==> src/rtl/dmem_responder_pkg.sv <==
// dmem_responder_pkg: funct3 encodings, FSM states and access legality helper
package dmem_responder_pkg;
    localparam logic [2:0] F3_B  = 3'b000;
    localparam logic [2:0] F3_H  = 3'b001;
    localparam logic [2:0] F3_W  = 3'b010;
    localparam logic [2:0] F3_BU = 3'b100;
    localparam logic [2:0] F3_HU = 3'b101;

    typedef enum logic [1:0] {IDLE, BUSY, RESP} state_t;

    // Illegal funct3 for the access type, or a halfword/word access off its natural alignment
    function automatic logic access_err(input logic write, input logic [2:0] f3, input logic [1:0] a);
        logic legal;
        logic misaligned;
        legal = write ? (f3 == F3_B || f3 == F3_H || f3 == F3_W)
                      : (f3 == F3_B || f3 == F3_H || f3 == F3_W || f3 == F3_BU || f3 == F3_HU);
        misaligned = (f3[1:0] == 2'b01 && a[0]) || (f3[1:0] == 2'b10 && a != 2'b00);
        return !legal || misaligned;
    endfunction
endpackage

==> src/rtl/dmem_load_align.sv <==
// dmem_load_align: selects the addressed lane of a word and sign/zero-extends it
module dmem_load_align
    import dmem_responder_pkg::*;
(
    input  logic [31:0] word,
    input  logic [1:0]  addr,
    input  logic [2:0]  funct3,
    output logic [31:0] data
);
    logic [31:0] sh;

    // Shift the addressed lane down to bit 0, then extend by access size/sign
    always_comb begin
        sh = word >> {addr, 3'b000};
        data = funct3 == F3_B  ? {{24{sh[7]}}, sh[7:0]}   :
               funct3 == F3_BU ? {24'h0, sh[7:0]}         :
               funct3 == F3_H  ? {{16{sh[15]}}, sh[15:0]} :
               funct3 == F3_HU ? {16'h0, sh[15:0]}        :
               sh;
    end
endmodule

==> src/rtl/dmem_responder.sv <==
// dmem_responder: multi-cycle valid/ready data-memory slave with byte-lane storage
module dmem_responder
    import dmem_responder_pkg::*;
#(
    parameter int ADDR_W      = 8,
    parameter int WAIT_CYCLES = 2
) (
    input  logic              clk,
    input  logic              rst,
    input  logic              req_valid,
    output logic              req_ready,
    input  logic              req_write,
    input  logic [2:0]        req_funct3,
    input  logic [ADDR_W-1:0] req_addr,
    input  logic [31:0]       req_wdata,
    output logic              rsp_valid,
    input  logic              rsp_ready,
    output logic [31:0]       rsp_rdata,
    output logic              rsp_err
);
    localparam int WORDS = 2 ** (ADDR_W - 2);

    state_t            state, state_nx;
    logic [3:0]        cnt;
    logic              wr_q;
    logic [2:0]        f3_q;
    logic [ADDR_W-1:0] addr_q;
    logic [31:0]       wdata_q;
    logic [31:0]       rdata_q;
    logic              err_q;
    logic [31:0]       mem [WORDS];
    logic [ADDR_W-3:0] idx;
    logic              accept;
    logic              commit;
    logic              err_c;
    logic [3:0]        be;
    logic [31:0]       wd;
    logic [31:0]       load_c;

    assign idx       = addr_q[ADDR_W-1:2];
    assign accept    = req_valid && state == IDLE;
    assign commit    = state == BUSY && cnt == 4'd0;
    assign err_c     = access_err(wr_q, f3_q, addr_q[1:0]);
    assign req_ready = state == IDLE;
    assign rsp_valid = state == RESP;
    assign rsp_rdata = rdata_q;
    assign rsp_err   = err_q;

    dmem_load_align u_align (
        .word   (mem[idx]),
        .addr   (addr_q[1:0]),
        .funct3 (f3_q),
        .data   (load_c)
    );

    // Next state: accept in IDLE, commit when the wait counter reaches zero, leave RESP on handshake
    always_comb begin
        state_nx = state;
        case (state)
            IDLE:    state_nx = req_valid ? BUSY : IDLE;
            BUSY:    state_nx = cnt == 4'd0 ? RESP : BUSY;
            RESP:    state_nx = rsp_ready ? IDLE : RESP;
            default: state_nx = IDLE;
        endcase
    end

    // Store byte enables and lane-aligned write data
    always_comb begin
        be = f3_q[1:0] == 2'b00 ? 4'b0001 << addr_q[1:0] :
             f3_q[1:0] == 2'b01 ? 4'b0011 << addr_q[1:0] : 4'b1111;
        wd = wdata_q << {addr_q[1:0], 3'b000};
    end

    // FSM state register
    always_ff @(posedge clk or negedge rst) begin
        if (!rst) state <= IDLE;
        else      state <= state_nx;
    end

    // Request capture, wait counter and registered response
    always_ff @(posedge clk or negedge rst) begin
        if (!rst) begin
            cnt     <= 4'd0;
            wr_q    <= 1'b0;
            f3_q    <= 3'd0;
            addr_q  <= '0;
            wdata_q <= 32'd0;
            rdata_q <= 32'd0;
            err_q   <= 1'b0;
        end else begin
            if (accept) begin
                cnt     <= 4'(WAIT_CYCLES);
                wr_q    <= req_write;
                f3_q    <= req_funct3;
                addr_q  <= req_addr;
                wdata_q <= req_wdata;
            end else if (state == BUSY && cnt != 4'd0) begin
                cnt <= cnt - 4'd1;
            end
            if (commit) begin
                rdata_q <= (err_c || wr_q) ? 32'd0 : load_c;
                err_q   <= err_c;
            end
        end
    end

    // Storage is not reset; a store commits only on its final BUSY edge
    always_ff @(posedge clk) begin
        if (commit && wr_q && !err_c && rst)
            for (int i = 0; i < 4; i++)
                if (be[i]) mem[idx][i*8 +: 8] <= wd[i*8 +: 8];
    end
endmodule

==> config.mk <==
export PLATFORM = sky130hd
export DESIGN_NAME = dmem_responder
export DESIGN_NICKNAME = d
export VERILOG_FILES = /design/src/rtl/dmem_responder_pkg.sv /design/src/rtl/dmem_load_align.sv /design/src/rtl/dmem_responder.sv
export SDC_FILE = /design/constraint.sdc
export NUM_CORES = 2
export LEC_CHECK = 0
export CAP_MARGIN = 15
export CORE_ASPECT_RATIO = 0.5
export CORE_UTILIZATION = 45
export CTS_CLUSTER_DIAMETER = 60
export DETAILED_ROUTE_END_ITERATION = 8
export GPL_ROUTABILITY_DRIVEN = 0
export HOLD_SLACK_MARGIN = 0.06
export PLACE_DENSITY_LB_ADDON = 0.05
export SLEW_MARGIN = 10
export SYNTH_ARGS = -nofsm -noshare
export SYNTH_HDL_FRONTEND = slang
export SYNTH_HIERARCHICAL = 1
export SYNTH_SLANG_ARGS = --single-unit
==> constraint.sdc <==
create_clock -name clk -period 5.9 [get_ports clk]
set_input_delay 0.885 -clock clk [delete_from_list [all_inputs] [get_ports clk]]
set_output_delay 0.885 -clock clk [all_outputs]
set_load 0.005 [all_outputs]
==> impl_metrics.yaml <==
power:
  peakVddDrop_uv: 497
  total_power_w: 0.0523
  p_per_area_nw_per_um2: 557
  power.static_leakage_nw: 30.1
min_path:
  hold_path.startpoint: "wdata_q[31]"
  holdCritPathClass: "flop to flop"
synth:
  syn-num-nets: 5220
  synth_compound_area_frac: 0.119
  synth.distinct_cells: 66
  synth_top_flop_cell: "sky130_fd_sc_hd__edfxtp_1"
  synth_adder_area_share: 0.000903
  yosys.area_share.xor_xnor: 0.000316
  synthesis.instances: 5166
  synth_area_per_cell_um2: 16.1
  yosysMostFrequentCell: "sky130_fd_sc_hd__edfxtp_1"
  yosys_register_bits: 2131
  seq_area_frac_synth: 0.765
  post_synth_and_or_nand_nor_area_fraction: 0.0455
  mappedNetlistArea_um2: 83100
  area_fraction_of_the_dominant_cell_type_after_synthesis: 0.740
  main_combinational_cell_family_by_area_after_synthesis: "compound AO/OA/AOI/OAI gates"
  synth_edf_count: 2048
  netlist_top_cells_area: "sky130_fd_sc_hd__edfxtp_1 (74%), sky130_fd_sc_hd__a22oi_1 (3.5%), sky130_fd_sc_hd__dfrtp_1 (2.5%), sky130_fd_sc_hd__a221oi_1 (2.5%), sky130_fd_sc_hd__mux2i_1 (2.3%)"
  yosysWarningCount: 6
  muxShareOfSynthArea: 0.0466
  synth.largest_area_cell: "sky130_fd_sc_hd__edfxtp_1"
  ys_top_cells_by_count: "sky130_fd_sc_hd__edfxtp_1 (2048), sky130_fd_sc_hd__nor2_1 (441), sky130_fd_sc_hd__a22oi_1 (389), sky130_fd_sc_hd__nand2_1 (304), sky130_fd_sc_hd__a221oi_1 (235)"
  ys_async_sr_fraction: 0.0389
run:
  maxCapViolCount: 0
drt:
  antenna_violating_nets_post_route: 0
  routed_wire_length_um: 299000
  initial_drt_markers: 7941
  detail_route.vias_per_cell: 6.60
  route.vias.total: 52300
  drt_drc: 0
  wl_per_cell_um: 37.8
  drt_pre_antenna_iters: 8
timing:
  tns_ns: 0
  final_hold_viol_count: 0
  post-route-period-util: 0.825
  clock_skew_ns: 0.0686
  slew_headroom: 0.140
  whs_ns: 0.480
  slew_viols_final: 0
  fmax_ghz: 0.205
  setup_viol: 0
  setup_slack_ns: 1.03
  worst_slew_pin_slew_ns: 1.29
  unrepaired_setup_endpoints_after_global_routing: "false"
  final.min_clock_period_ns: 4.87
cts:
  clockBufferDepth: 4
  tritoncts: "done"
  cts_setup_buffers: 0
  htree_levels: 4
  cts-hold-fix-buffers: 1
  clk_pin_slew_worst_paths_ns: 0.07
  clk_root_buffer_cell: "sky130_fd_sc_hd__clkbuf_16"
  clock_latency_ns: 0.87
  cts_inserted_buffers: 196
  cts_num_sinks: 2131
  cts_repair_resize_count: 0
critical_path:
  start_kind: "flop"
  crit_path_frequent_cell: "sky130_fd_sc_hd__a21oi_1"
  cp_data_arrival_time_ns: 5.59
  crit_path_max_incr_delay_ns: 1.00
  worst_r2r_startpoint: "addr_q[3]"
  worstSetupPathType: "flop to flop"
  timing.critical_path.required_ns: 6.62
  kind_of_end_point_of_the_critical_path: "flop"
  worst-path-buf-inv: 1
  worst-path-max-fanout: 37
  cp_cell_sequence: "buf_4 > mux2_2 > a221oi_1 > a21oi_1 > a21oi_1 > o21ai_0 > or4_1 > mux4_2 > nand3b_4 > o31ai_1 > a22o_1"
  worst_setup_path_startpoint: "addr_q[3]"
  worst_path_dominant_cell_family: "compound AO/OA/AOI/OAI gates"
  critical_path.slowest_cell: "sky130_fd_sc_hd__dfrtp_4"
floorplanning:
  initial_utilization: 0.454
  io_pins: 83
  fp.dieW_um: 610
  core_area_um2: 183000
  core.rowCount: 111
  design.die.area_um2: 187000
  die_y_um: 306
placed_design:
  buffer_ports.inserted: 82
  dpl.hpwl_um: 193000
  dpl_worst_slack_ns: 1.20
grt:
  antenna_found_initial: 24
  first_global_vias: 49800
  maximum_number_of_pins_on_one_net_before_global_route_repair: 69
  grt_first_pass_wirelength_um: 409000
  total_congestion_overflow: 0
  grt_use_total: 0.316
final_layout:
  syn_to_final_growth_pct: 13.1
  finish.net_count: 5381
  final_layout_size_suffix_gt1_frac: 0.135
  n_fill_cell: 15100
run_status:
  status: "complete, no violations"
[sequential cells by signal, indices dropped and copies added (netlist names)]
signal,count
rsp_err,1
f3_q,3
state,2
rsp_rdata,32
cnt,4
wr_q,1
wdata_q,32
addr_q,8
mem,2048
[layer usage]
metal	GRT usage	routed length, um	up-vias
met4	0.0853	8790	18
met2	0.454	127000	3132
li1	-	-	21100
met5	0	116	-
met1	0.464	126000	27600
met3	0.0994	37100	484
[cell type report]
type | count | area [um^2] | share of cell area
clock buffers | 235 | 5090 | 0.0542
inverters | 12 | 47.5 | 0.000506
repair buffers | 355 | 3170 | 0.0337
clock inverters | 113 | 947 | 0.0101
diodes | 11 | 27.5 | 0.000293
flip-flops and latches | 2131 | 63600 | 0.676
well taps | 2429 | 3040 | 0.0323
multi-input cells | 2631 | 18100 | 0.193
[layout by cell type (no fill, tap or decap), types with 10 or more instances in the layout]
cell type	count
sky130_fd_sc_hd__edfxtp_1	2048
sky130_fd_sc_hd__nor2_1	424
sky130_fd_sc_hd__a22oi_1	389
sky130_fd_sc_hd__nand2_1	304
sky130_fd_sc_hd__buf_4	249
sky130_fd_sc_hd__a221oi_1	235
sky130_fd_sc_hd__clkbuf_16	198
sky130_fd_sc_hd__mux2i_1	188
sky130_fd_sc_hd__a21oi_1	169
sky130_fd_sc_hd__o22ai_1	167
sky130_fd_sc_hd__o21ai_0	140
sky130_fd_sc_hd__a22o_1	95
sky130_fd_sc_hd__mux2_2	83
sky130_fd_sc_hd__clkdlybuf4s50_1	81
sky130_fd_sc_hd__dfrtp_1	77
sky130_fd_sc_hd__nand3_1	49
sky130_fd_sc_hd__clkinv_1	45
sky130_fd_sc_hd__clkinv_2	44
sky130_fd_sc_hd__mux4_2	39
sky130_fd_sc_hd__clkbuf_1	37
sky130_fd_sc_hd__a31oi_1	36
sky130_fd_sc_hd__o31ai_1	29
sky130_fd_sc_hd__buf_12	24
sky130_fd_sc_hd__o2bb2ai_1	16
sky130_fd_sc_hd__a221o_1	16
sky130_fd_sc_hd__mux2_1	16
sky130_fd_sc_hd__bufinv_16	16
sky130_fd_sc_hd__o211ai_1	15
sky130_fd_sc_hd__nor2_4	14
sky130_fd_sc_hd__o21ai_1	14
sky130_fd_sc_hd__a211oi_1	13
sky130_fd_sc_hd__or4_1	13
sky130_fd_sc_hd__o2111ai_1	12
sky130_fd_sc_hd__nor4_1	12
sky130_fd_sc_hd__o21ai_4	12
sky130_fd_sc_hd__diode_2	11
sky130_fd_sc_hd__and3_1	11
sky130_fd_sc_hd__nor2b_1	10
[final timing paths]
path,to,slack (ns),cells after the start
min reg2reg,wdata_q[31],0.48,2
max reg2reg,rsp_rdata[24],1.03,11
max in group asynchronous,addr_q[4],3.95,3
max,rsp_rdata[24],1.03,11
min in group asynchronous,wdata_q[12],0.51,2
min,wdata_q[31],0.48,2
[cell families (layout without fill, tap and decap cells)]
kind of cell | count (synthesis) | in the layout
compound gates | 1395 | 1395
xor+xnor | 3 | 3
other cells | 0 | 11
mux | 326 | 326
fa+ha+maj | 6 | 6
simple gates | 901 | 901
buf+inv | 404 | 715
flops | 2131 | 2131
[where the power goes]
| group | total, W | leakage, nW | internal, W | switching [W] |
|---|---|---|---|---|
| Combinational | 0.0194 | 7.26 | 0.00485 | 0.0145 |
| Sequential | 0.0204 | 19.9 | 0.0198 | 0.000617 |
| Clock | 0.0126 | 2.98 | 0.00684 | 0.00573 |
| Total | 0.0523 | 30.1 | 0.0315 | 0.0209 |
[worst min-delay path, cell delays in order (launching register included)]
cell,delay (ns)
sky130_fd_sc_hd__dfrtp_1,0.35
sky130_fd_sc_hd__nand2_1,0.05
sky130_fd_sc_hd__nand2_1,0.06
[through the flow]
| stage | area [um^2] | cells | utilization |
|---|---|---|---|
| after floorplan | 83100 | 5166 | - |
| after global placement | 87900 | 7556 | 0.480 |
| after detailed placement | 87900 | 7556 | 0.480 |
| after CTS | 94000 | 7905 | 0.513 |
| after global routing | 94000 | 7906 | 0.513 |
| final | 94000 | 7917 | 0.513 |
Power figures use the tool's default switching activity.
